===== config.mk =====
export PLATFORM = sky130hd
export DESIGN_NAME = dmem_arbiter
export DESIGN_NICKNAME = d
export VERILOG_FILES = /design/src/rtl/dmem_arbiter.sv
export SDC_FILE = /design/constraint.sdc
export NUM_CORES = 1
export LEC_CHECK = 0
export ABC_AREA = 1
export ABC_CLOCK_PERIOD_IN_PS = 4380
export CORE_UTILIZATION = 36
export CTS_BUF_LIST = sky130_fd_sc_hd__clkbuf_8
export DETAILED_ROUTE_END_ITERATION = 6
export PLACE_DENSITY = 0.89
export SLEW_MARGIN = 20
export SYNTH_ARGS = -nofsm -noshare
export SYNTH_HDL_FRONTEND = slang
export SYNTH_SLANG_ARGS = --single-unit
export TNS_END_PERCENT = 30

===== constraint.sdc =====
create_clock -name CLK -period 4.38 [get_ports CLK]
set_input_delay 0.438 -clock CLK [delete_from_list [all_inputs] [get_ports CLK]]
set_output_delay 0.438 -clock CLK [all_outputs]
set_load 0.02 [all_outputs]

===== src/rtl/dmem_arbiter.sv =====
// dmem_arbiter: shares one single-port data memory between M0 (CPU) and M1 (host/loader).
// Zero-latency grant with round-robin or fixed priority, burst lock and a starvation guard.
module dmem_arbiter #(
    parameter int AW        = 16,
    parameter int DW        = 16,
    parameter int DMEM_SIZE = 256,
    parameter int PRIO_MODE = 0,
    parameter int MAX_WAIT  = 4
) (
    input  logic          CLK,
    input  logic          RSTN,
    input  logic          m0_req,
    input  logic          m0_we,
    input  logic          m0_lock,
    input  logic [AW-1:0] m0_addr,
    input  logic [DW-1:0] m0_wdata,
    output logic          m0_gnt,
    output logic [DW-1:0] m0_rdata,
    input  logic          m1_req,
    input  logic          m1_we,
    input  logic          m1_lock,
    input  logic [AW-1:0] m1_addr,
    input  logic [DW-1:0] m1_wdata,
    output logic          m1_gnt,
    output logic [DW-1:0] m1_rdata,
    output logic [AW-1:0] dmem_addr,
    output logic [DW-1:0] dmem_wdata,
    output logic          dmem_write,
    input  logic [DW-1:0] dmem_rdata,
    output logic          err,
    output logic [15:0]   conflict_cnt
);
    typedef enum logic [1:0] {OWN_NONE, OWN_M0, OWN_M1} owner_t;

    localparam logic [3:0]  WMAX  = 4'(MAX_WAIT);
    localparam logic [AW:0] LIMIT = (AW+1)'(DMEM_SIZE);

    owner_t        owner, owner_nx;
    logic          last_gnt;  // 1 = M1 was granted most recently
    logic [3:0]    wait0, wait1;
    logic          g0, g1, s0, s1, in_range;

    always_comb begin
        s0 = m0_req && wait0 == WMAX;
        s1 = m1_req && wait1 == WMAX;
        g0 = 1'b0;
        g1 = 1'b0;
        if (s0 && s1) begin
            g0 = last_gnt;
            g1 = !last_gnt;
        end
        else if (s0) g0 = 1'b1;
        else if (s1) g1 = 1'b1;
        else if (owner == OWN_M0 && m0_req) g0 = 1'b1;
        else if (owner == OWN_M1 && m1_req) g1 = 1'b1;
        else if (m0_req && m1_req) begin
            g0 = PRIO_MODE != 0 || last_gnt;
            g1 = !g0;
        end
        else begin
            g0 = m0_req;
            g1 = m1_req;
        end
        // Outputs stay quiet for the whole time reset is asserted
        g0 = g0 && RSTN;
        g1 = g1 && RSTN;
    end

    assign m0_gnt     = g0;
    assign m1_gnt     = g1;
    assign dmem_addr  = g0 ? m0_addr : g1 ? m1_addr : '0;
    assign dmem_wdata = g0 ? m0_wdata : g1 ? m1_wdata : '0;
    assign in_range   = {1'b0, dmem_addr} < LIMIT;
    assign err        = (g0 || g1) && !in_range;
    assign dmem_write = in_range && ((g0 && m0_we) || (g1 && m1_we));
    assign m0_rdata   = (g0 && !m0_we && in_range) ? dmem_rdata : '0;
    assign m1_rdata   = (g1 && !m1_we && in_range) ? dmem_rdata : '0;
    assign owner_nx   = (g0 && m0_lock) ? OWN_M0 : (g1 && m1_lock) ? OWN_M1 : OWN_NONE;

    always_ff @(posedge CLK or negedge RSTN) begin
        if (!RSTN) begin
            last_gnt     <= 1'b1;
            owner        <= OWN_NONE;
            wait0        <= '0;
            wait1        <= '0;
            conflict_cnt <= '0;
        end else begin
            last_gnt     <= g1 ? 1'b1 : g0 ? 1'b0 : last_gnt;
            owner        <= owner_nx;
            wait0        <= (g0 || !m0_req) ? '0 : (wait0 == WMAX) ? WMAX : wait0 + 4'd1;
            wait1        <= (g1 || !m1_req) ? '0 : (wait1 == WMAX) ? WMAX : wait1 + 4'd1;
            conflict_cnt <= conflict_cnt + 16'(m0_req && m1_req && conflict_cnt != 16'hFFFF);
        end
    end
endmodule


======== Word level (Yosys, flattened, before mapping) ========
Index checks and enable logic that the tools add are counted.
cells by class
  bitwise operators ....................... 0
  multipliers ............................. 0
  order comparisons ....................... 1
  reductions and logical operators ........ 30
  eq/ne operators ......................... 5
  shift operators ......................... 0
  muxes and demuxes ....................... 26
  $add $sub $neg .......................... 3
  div/mod/pow operators ................... 0
operators with widths
  operator                                                               count
  16-bit 2-to-1 mux                                                      6
  1-bit logical AND                                                      19
  16-bit by 1-bit adder with 16-bit output                               1
  16-bit by 9-bit < comparator with 1-bit output, second input constant  1
  4-bit 2-to-1 mux                                                       4
  16-bit != test, second input constant                                  1
  1-bit 2-to-1 mux                                                       14
  4-bit by 1-bit adder with 4-bit output, second input constant          2
  4-bit by 3-bit == test with 1-bit output, second input constant        2
  1-bit logical NOT                                                      6
  1-bit logical OR                                                       4
  2-bit 2-to-1 mux                                                       2
  2-bit by 1-bit == test with 1-bit output, second input constant        1
  2-bit == test, second input constant                                   1
  2-bit nonzero test                                                     1
storage, ports and cells
  logic and storage cells ................. 70
  latch bits .............................. 0
  bits in writable memories ............... 0
  output and inout port bits .............. 84
  input port bits ......................... 88
  memory bits (read-only) ................. 0
  memories ................................ 0
  register bits ........................... 27

======== Logic depth before layout (Yosys ltp) ========
Gate-level depths: netlist of the first run.
  word-level depth ........................ 13
  mapped depth ............................ 15
  gate-level depth less buffers ........... 14

======== Least setup slack after synthesis of the first run ========
OpenSTA, ideal clock, no wires.
  path type ............................... reg-to-output
  from .................................... register wait0[0]
  to ...................................... output m0_rdata[10]
  stages on the path, launching flop included .. 15
  slack ................................... 1.798 ns
  required time ........................... 3.942 ns
  path buffers ............................ 1
  arrival ................................. 2.144 ns
  path through ............................ dfrtp_1 > inv_1 > ha_1 > nand4_2 > nand2_1 > nor2_2 > nor2_4 > nand3_1 > nand2_1 > nor2_2 > nand2_2 > nor2_4 > nand2_4 > buf_6 > nor2_1
on the way
  longest elaborated chain between the ends .. 10
RTL lines
  item                                                   line    text
  start: declaration                                     40      logic [3:0] wait0, wait1;
  start signal: assignment                               90      wait0 <= (g0 || !m0_req) ? '0 : (wait0 == WMAX) ? WMAX : wait0 + 4'd1;
  4-bit by 3-bit == test with 1-bit output (*)           44      s0 = m0_req && wait0 == WMAX;
  1-bit logical AND (*)                                  44
  1-bit 2-to-1 mux or 1-bit logical AND (tied branches)  52, 48
  1-bit 2-to-1 mux                                       48      if (s0 && s1) begin
  1-bit logical AND                                      66      g1 = g1 && RSTN;
  16-bit 2-to-1 mux                                      71      assign dmem_addr = g0 ? m0_addr : g1 ? m1_addr : '0;
  16-bit 2-to-1 mux (*)                                  71
  via dmem_addr[13]                                      26      output logic [AW-1:0] dmem_addr,
  16-bit by 9-bit < comparator with 1-bit output (*)     73      assign in_range = {1'b0, dmem_addr} < LIMIT;
  1-bit logical AND (*)                                  76      assign m0_rdata = (g0 && !m0_we && in_range) ? dmem_rdata : '0;
  16-bit 2-to-1 mux (*)                                  76
  end: declaration                                       18      output logic [DW-1:0] m0_rdata,
The timed path passes the listed nets; every way through them passes the cells marked *.

======== Worst setup path in the final report of the first run ========
  from .................................... input m0_req
  to ...................................... output dmem_write
on the way
  longest elaborated chain between the ends .. 12
RTL lines
  item                                            line  text
  start: declaration                              12    input logic m0_req,
  1-bit logical AND                               56    else if (m0_req && m1_req) begin
  1-bit 2-to-1 mux                                56
  1-bit 2-to-1 mux                                55    else if (owner == OWN_M1 && m1_req) g1 = 1'b1;
  1-bit 2-to-1 mux                                54    else if (owner == OWN_M0 && m0_req) g0 = 1'b1;
  1-bit 2-to-1 mux                                53    else if (s1) g1 = 1'b1;
  1-bit 2-to-1 mux                                52    else if (s0) g0 = 1'b1;
  1-bit 2-to-1 mux                                48
  1-bit logical AND                               66
  16-bit 2-to-1 mux (2 in a row)                  71
  16-bit by 9-bit < comparator with 1-bit output  73
  1-bit logical AND (*)                           75    assign dmem_write = in_range && ((g0 && m0_we) || (g1 && m1_we));
  end: declaration                                28    output logic dmem_write,
Every way passes the cells marked *; elsewhere a longest branch is shown, timed or not.

==> impl_metrics.yaml, run 1 <==
status:
  status: "finished clean"
floorplanning:
  core_area_mm2: 0.005473
  ios: 172
  die_h_um: 77.20
  std_cell_rows: 27
  start_util_pct: 37.20
  die_w_um: 77.20
  die-area_mm2: 0.005959
worst_setup_path:
  worstSetupStartpoint: "m0_req"
  crit_type: "input port to output port"
  crit_fanout: 26
  cp-end-kind: "output port"
  r2r_start: "conflict_cnt[6]"
  arrival_ns: 3.35
  cp-endpoint: "dmem_write"
  ff2ff_path_depth: 14
  ff2ff_setup_slack_ns: 1.94
  r2r_end: "conflict_cnt[15]"
  required_ns: 3.94
  start_kind: "input port"
layout:
  nNetsFinal: 572
  fillers: 461
  multi_input_area_mm2: 0.001159
  fin_cells: 549
  antenna_cells: 0
  drive_gt1_share_pct: 4.822
  area_growth_pct: 89.18
  seqCellArea_um2: 676.9
  final_area_mm2: 0.003851
clock_tree:
  cts_tree: "built"
  cts.sinks: 27
  clkLatencyLatePin_ns: 0.27
  cts-root-buf: "clkbuf_8"
  cts_buffers: 3
  cts_htree_levels: 1
  clock_path_buffers: 2
  post_cts_resized: 0
  cts_hold_buffers: 0
  post_cts_buffers: 0
  cts.reportedPaths.clkPinSlew_ns: 0.09
yosys:
  synth_cell_type_count: 27
  synth.area.top_cells: "dfrtp_1 32%, nand2_1 19%, nor2_1 9.4%"
  syn_nets: 401
  yosysWarningCount: 0
  synthFlopType: "dfrtp_1"
  synth.cell_area_mm2: 0.002036
  yosysTopAreaCell: "dfrtp_1"
  synthCells: 307
  ys_seq_elements: 27
  synth-edff-count: 0
  synth_most_common_cell: "nand2_1"
  synth_top_area_share_pct: 31.96
  syn_avg_cell_area_um2: 6.631
  synthArstFlopShare_pct: 100.0
  yosys-top-cells-count: "102 x nand2_1, 51 x nor2_1, 40 x inv_1"
  seq_area_frac_synth_pct: 33.25
placed_design:
  place_congestion: 0.8969
  dpl_cell_area_mm2: 0.003802
  post-place-cells: 545
  place_hpwl_um: 5876
  port_buffers: 171
drt:
  wl_per_cell_um: 12.94
  viasPerCell: 4.537
  drtPass1Iterations: 4
  wl_um: 7106
  antenna_left: 0
  drt_iter0_drc: 61
  drc: 0
  num_vias: 2491
sta:
  period_minus_slack_ns: 3.784
  worst_hold_slack_ns: 0.5010
  finalClockSkew_ns: 0.009958
  drv_slew: 0
  timing.slew.headroom_pct: 54.65
  finalSetupViolCount: 0
  hold_viol: 0
  fmax_mhz: 264.3
  worstMarginPinSlew_ns: 0.6761
  totalNegativeSetupSlack_ns: 0
  rsz0062_at_grt: "false"
  fin_crit_sh_pct: 86.39
grt:
  track_usage_pct: 23.90
  grt_pass1_wl_um: 11500
  first_global_vias: 2488
  grt_max_degree: 27
  grt-ovfl-total: 0
  antenna_found_initial: 0
power:
  powerDensity_mw_per_mm2: 265.8
  peakVddDrop_v: 0.0002061
  p_leak_uw: 0.001856
  fin_total_pwr_uw: 1024
hold_path:
  hold_path.class: "flop to flop"
  hp-start: "wait1[0]"
flow_run:
  maxCapViolations: 0
## final cells by class
class | instances | share of cell area, %
multi-input cells | 232 | 30.08
clock inverters | 1 | 0.1949
inverters | 42 | 4.094
repair buffers | 172 | 44.64
clock buffers | 3 | 1.072
flip-flops and latches | 27 | 17.58
well taps | 72 | 2.339
## how the worst min path moves through the flow
stage	end	slack, ns	cells after the start
global route	wait0[0]	0.55	1
finish	wait1[0]	0.50	1
floorplan	conflict_cnt[0]	0.14	0
CTS	wait1[0]	0.51	1
detailed placement	wait1[0]	0.49	1
global placement	wait0[0]	0.48	1
## layout by cell type, fill, tap and decap left out, types with 4 or more instances in the layout
cell type,count
clkdlybuf4s50_1,171
dfrtp_1,26
ha_1,6
inv_1,40
nand2_1,102
nand2_2,4
nand3_1,22
nor2_1,51
nor2_2,4
nor3_1,8
xnor2_1,4
xor2_1,14
## where the power goes
group	internal [µW]	switching (µW)	leakage [µW]
Sequential	296	50.8	0.000344
Clock	64.5	75.3	0.0000217
Combinational	261	277	0.00149
## worst max-delay path: stages
cell and delay (ns):
clkdlybuf4s50_1 0.59, nand4_2 0.19, nand2_1 0.16, o21ai_2 0.13, nand2_1 0.21, clkinv_1 0.59
a22o_1 0.41, inv_1 0.05, nor2_1 0.03, clkdlybuf4s50_1 0.53
## cell families (layout without fill, tap and decap cells)
kind of cell	after synthesis	in the layout	share of synthesized area, %
compound gates	7	7	2.459
buf+inv	48	218	9.834
xor+xnor	18	18	7.744
flops	27	27	33.25
fa+ha+maj	6	6	3.688
simple gates	201	201	43.02
## stage by stage
stage / setup slack (ns) / utilization [%]
after floorplan: 1.798 / -
after global placement: 0.6930 / 69.48
after detailed placement: 0.5757 / 69.48
after CTS: 0.5666 / 70.37
after global routing: 0.3762 / 70.37
final: 0.5962 / 70.37
## sequential cells by signal, summed over array words and instances, names as in the netlist
| signal | flops |
|---|---|
| conflict_cnt | 16 |
| last_gnt | 1 |
| owner | 2 |
| wait0 | 4 |
| wait1 | 4 |
## layer usage
layer | part of all wire, % | vias to the layer above | wire length (µm) | global-route usage (%)
li1 | - | 1270 | - | -
met1 | 39 | 1101 | 2755 | 26.60
met2 | 52 | 106 | 3664 | 44.16
met3 | 7.2 | 14 | 512 | 5.714
met4 | 2.4 | 0 | 174 | 7.547
met5 | 0 | - | 0 | 0
(Power assumes the default switching activity.)
==> run 2: changes to the inputs <==
Settings changed: ABC_CLOCK_PERIOD_IN_PS 4380 to 4300, CORE_UTILIZATION 36 to 33, PLACE_DENSITY 0.89 to 0.83.
Clock period 4.38 ns to 4.3 ns, I/O delays scaled along.
==> run 2 against run 1 <==
  * First-iteration DRC count up 75%
  * Register-to-register slack worse by 0.22 ns
  * Final cell count rose by 0.55%
  * Sequential power is essentially flat
  * Sequential share of layout area about the same
  * Worst hold slack got worse by 0.0036 ns
  * Routed wire length fell by 0.17%
  * Worst setup slack got worse by 0.072 ns
  * Critical path type unchanged
  * Highest routed layer unchanged
==> impl_metrics.yaml, run 2 (same netlist as run 1, synthesis figures left out) <==
worst_setup_path:
  cp-endpoint: "dmem_write"
  ff2ff_setup_slack_ns: 1.72
  start_kind: "input port"
  crit_fanout: 26
  worstSetupStartpoint: "m0_req"
  cp-end-kind: "output port"
  r2r_start: "conflict_cnt[6]"
  crit_type: "input port to output port"
  arrival_ns: 3.35
  r2r_end: "conflict_cnt[15]"
  ff2ff_path_depth: 14
  required_ns: 3.87
layout:
  layout_commonest_cell: "clkdlybuf4s50_1"
  largest_register_ffs: 16
  top_regs: "conflict_cnt: 16 flops, wait0: 4 flops, wait1: 4 flops"
  largest_register: "conflict_cnt"
  nNetsFinal: 572
  area_growth_pct: 89.37
  antenna_cells: 0
  fin_cells: 552
  drive_gt1_share_pct: 4.822
  final_cell_mix: "171 x clkdlybuf4s50_1, 102 x nand2_1, 51 x nor2_1, 40 x inv_1, 26 x dfrtp_1"
grt:
  track_usage_pct: 21.37
  first_global_vias: 2390
  grt-ovfl-total: 0
  antenna_found_initial: 0
  grt_max_degree: 28
  grt_pass1_wl_um: 10950
floorplanning:
  die_h_um: 80.54
  std_cell_rows: 28
  ios: 172
  die-area_mm2: 0.006487
  start_util_pct: 34.38
  core_area_mm2: 0.005921
  die_w_um: 80.54
sta:
  worstMarginPinSlew_ns: 0.7505
  period_minus_slack_ns: 3.776
  hold_viol: 0
  fin_crit_sh_pct: 87.81
  timing.slew.headroom_pct: 49.66
  finalClockSkew_ns: 0.007423
  finalSetupViolCount: 0
  fmax_mhz: 264.8
  rsz0062_at_grt: "false"
  drv_slew: 0
  totalNegativeSetupSlack_ns: 0
placed_design:
  place_congestion: 0.8183
  port_buffers: 171
  place_hpwl_um: 5909
  post-place-cells: 548
clock_tree:
  clock_path_buffers: 2
  cts.sinks: 27
  cts-root-buf: "clkbuf_8"
  cts.reportedPaths.clkPinSlew_ns: 0.09
  post_cts_buffers: 0
  cts_htree_levels: 1
  cts_tree: "built"
  clkLatencyLatePin_ns: 0.27
  cts_buffers: 3
  cts_hold_buffers: 0
  post_cts_resized: 0
hold_path:
  whs_path_depth: 1
  hold_path.class: "flop to flop"
  hp-start: "wait0[0]"
drt:
  viasPerCell: 4.650
  wl_per_cell_um: 12.85
  drt_iter0_drc: 107
  wl_um: 7094
  antenna_left: 0
  drc: 0
  drtPass1Iterations: 6
  num_vias: 2567
power:
  peakVddDrop_v: 0.0002133
  fin_total_pwr_uw: 1041
  powerDensity_mw_per_mm2: 270.0
  p_leak_uw: 0.001856
status:
  status: "finished clean"
flow_run:
  maxCapViolations: 0
-- run 2: cell counts in the layout (fill, tap and decap cells not counted) --
No cell type changed its count.
-- run 2: metrics by stage --
stage                     setup WS [ns]  hold WS [ns]  utilization (%)  instance area (µm²)
after global routing             0.2546        0.5381            65.11                 3855
after floorplan                   1.726        0.1344                -                 2036
after detailed placement         0.5468        0.4877            64.29                 3806
final                            0.5241        0.4974            65.11                 3855
after CTS                        0.5416        0.5005            65.11                 3855
after global placement           0.5786        0.4802            64.29                 3806
-- run 2: worst min path at each step --
stage,endpoint,slack (ns)
after floorplan,conflict_cnt[0],0.13
after global placement,wait1[0],0.48
after detailed placement,wait0[0],0.49
after CTS,wait0[0],0.50
after global routing,conflict_cnt[15],0.54
final,wait0[0],0.50
-- run 2: final cells by class --
type | instances | area [µm²]
inverter | 42 | 157.7
clock inverter | 1 | 7.507
multi-input combinational | 232 | 1159
tap | 75 | 93.84
timing repair buffer | 172 | 1719
fill | 529 | 2066
clock buffer | 3 | 41.29
sequential | 27 | 676.9
-- run 2: where the power goes --
group / leakage (µW) / internal, µW / switching [µW]
combinational: 0.00149 / 266 / 281
sequential: 0.000344 / 301 / 46.6
clock: 0.0000217 / 65.8 / 80.7
-- run 2: worst max-delay path, stage by stage --
cell             delay [ns]
clkdlybuf4s50_1        0.60
nand4_2                0.19
nand2_1                0.15
o21ai_2                0.13
nand2_1                0.19
clkinv_1               0.60
a22o_1                 0.43
inv_1                  0.06
nor2_1                 0.04
clkdlybuf4s50_1        0.53
-- run 2: metal layers --
metal | vias up | part of all wire, % | global-route usage, %
li1 | 1272 | - | -
met1 | 1164 | 39 | 25.83
met2 | 119 | 52 | 37.20
met3 | 12 | 7.7 | 5.568
met4 | 0 | 1.5 | 5.536
met5 | - | 0 | 0
==> run 3: changes to the inputs <==
Settings changed: SETUP_SLACK_MARGIN set to 0.3.
==> run 3 against run 2 <==
  * Die area unchanged
  * Via count down 0.62%
  * Final cell count unchanged
  * First-iteration DRC count up 14%
  * Register-to-register slack about the same
  * Maximum frequency up 1.0%
  * Non-clock buffer count unchanged
==> impl_metrics.yaml, run 3 (same netlist as run 1, synthesis figures left out) <==
status:
  status: "finished clean"
layout:
  area_growth_pct: 89.55
  drive_gt1_share_pct: 5.031
  top_regs: "conflict_cnt: 16 flops, wait0: 4 flops, wait1: 4 flops"
  seqCellArea_um2: 676.9
  nNetsFinal: 572
  largest_register: "conflict_cnt"
  layout_commonest_cell: "clkdlybuf4s50_1"
  largest_register_ffs: 16
  antenna_cells: 0
  fillers: 529
  multi_input_area_mm2: 0.001159
  final_cell_mix: "171 x clkdlybuf4s50_1, 102 x nand2_1, 51 x nor2_1, 40 x inv_1, 26 x dfrtp_1"
clock_tree:
  cts.reportedPaths.clkPinSlew_ns: 0.09
  cts_buffers: 3
  cts_tree: "built"
  cts-root-buf: "clkbuf_8"
  cts_htree_levels: 1
  cts_hold_buffers: 0
  post_cts_buffers: 0
  clkLatencyLatePin_ns: 0.27
  cts.sinks: 27
  clock_path_buffers: 2
placed_design:
  port_buffers: 171
  place_congestion: 0.8183
  place_hpwl_um: 5909
floorplanning:
  std_cell_rows: 28
  core_area_mm2: 0.005921
  die_h_um: 80.54
  die-area_mm2: 0.006487
  die_w_um: 80.54
  start_util_pct: 34.38
  ios: 172
sta:
  finalSetupViolCount: 0
  fin_crit_sh_pct: 86.94
  hold_viol: 0
  rsz0062_at_grt: "false"
  timing.slew.headroom_pct: 51.55
  finalClockSkew_ns: 0.007383
  drv_slew: 0
  fmax_mhz: 267.5
  worstMarginPinSlew_ns: 0.7223
  period_minus_slack_ns: 3.738
  totalNegativeSetupSlack_ns: 0
drt:
  viasPerCell: 4.621
  drt_iter0_drc: 122
  antenna_left: 0
  wl_um: 7054
  wl_per_cell_um: 12.78
  drtPass1Iterations: 4
  num_vias: 2551
  drc: 0
grt:
  grt-ovfl-total: 0
  antenna_found_initial: 0
  first_global_vias: 2390
  grt_max_degree: 28
  grt_pass1_wl_um: 10950
  track_usage_pct: 21.37
flow_run:
  maxCapViolations: 0
worst_setup_path:
  max_stage_delay_ns: 0.59
  crit_chain: "clkdlybuf4s50_1 > nand2_1 > nor2_2 > nor2_1 > nor2_2 > nor2_4 > nand2_1 > clkinv_1 > a22o_1 > inv_1 > nor2_1 > clkdlybuf4s50_1"
  slowest_stage: "clkinv_1"
  crit_fanout: 26
  crit_type: "input port to output port"
  arrival_ns: 3.31
  cp-end-kind: "output port"
  start_kind: "input port"
  required_ns: 3.87
power:
  powerDensity_mw_per_mm2: 269.8
  fin_total_pwr_uw: 1041
  peakVddDrop_v: 0.0002133
  p_leak_uw: 0.001854
hold_path:
  hold_path.class: "flop to flop"
## run 3: changes by cell type in the layout (fill, tap and decap cells not counted)
cell        delta
clkinv_1       -1
clkinvlp_4     +1
## run 3: stage by stage
| stage | setup slack [ns] | std cells | hold slack [ns] | cell area (µm²) | utilization (%) |
|---|---|---|---|---|---|
| 6_report | 0.5617 | 552 | 0.4979 | 3859 | 65.17 |
| 5_1_grt | 0.3056 | 552 | 0.5381 | 3859 | 65.17 |
| 4_1_cts | 0.5416 | 552 | 0.5005 | 3855 | 65.11 |
| 3_5_place_dp | 0.5468 | 548 | 0.4877 | 3806 | 64.29 |
| 3_3_place_gp | 0.5786 | 548 | 0.4802 | 3806 | 64.29 |
| 2_1_floorplan | 1.726 | 307 | 0.1344 | 2036 | - |
## run 3: power breakdown
| part | internal [µW] | switching (µW) |
|---|---|---|
| sequential | 301 | 46.7 |
| combinational | 266 | 280 |
| clock | 65.8 | 81.4 |
## run 3: critical path, delay by kind of cell
family | cells | cell delay (ns)
AND/OR/NAND/NOR | 7 | 0.71
buffers and inverters | 4 | 1.75
AO/OA/AOI/OAI | 1 | 0.41
## run 3: what timing repair did
action                                  4_1_cts  5_1_grt
gates resized for setup                       0        1
hold endpoints to repair                      0        0
endpoints found under the setup margin        0        1
## run 3: layout make-up
type | count | area share, %
Tap cell | 75 | 2.432
Timing Repair Buffer | 172 | 44.55
Clock buffer | 3 | 1.070
Clock inverter | 1 | 0.1946
Inverter | 42 | 4.183
Multi-Input combinational cell | 232 | 30.03
Sequential cell | 27 | 17.54
## run 3: layer usage
metal	wire, µm	vias to the layer above	part of all wire, %	global-route usage [%]
li1	-	1272	-	-
met1	2777	1163	39	25.83
met2	3678	106	52	37.20
met3	509	10	7.2	5.568
met4	88	0	1.2	5.536
met5	0	-	0	0
## run 3: path summary, 6_finish.rpt
kind	startpoint	to	slack, ns	depth (start not counted)
setup / recovery	m1_req	dmem_write	0.56	12
hold / removal	wait0[0]	wait0[0]	0.50	1
setup reg to reg	conflict_cnt[6]	conflict_cnt[15]	1.71	14
hold reg to reg	wait0[0]	wait0[0]	0.50	1
max in group asynchronous	RSTN	last_gnt	3.40	2
min in group asynchronous	RSTN	conflict_cnt[8]	0.61	2
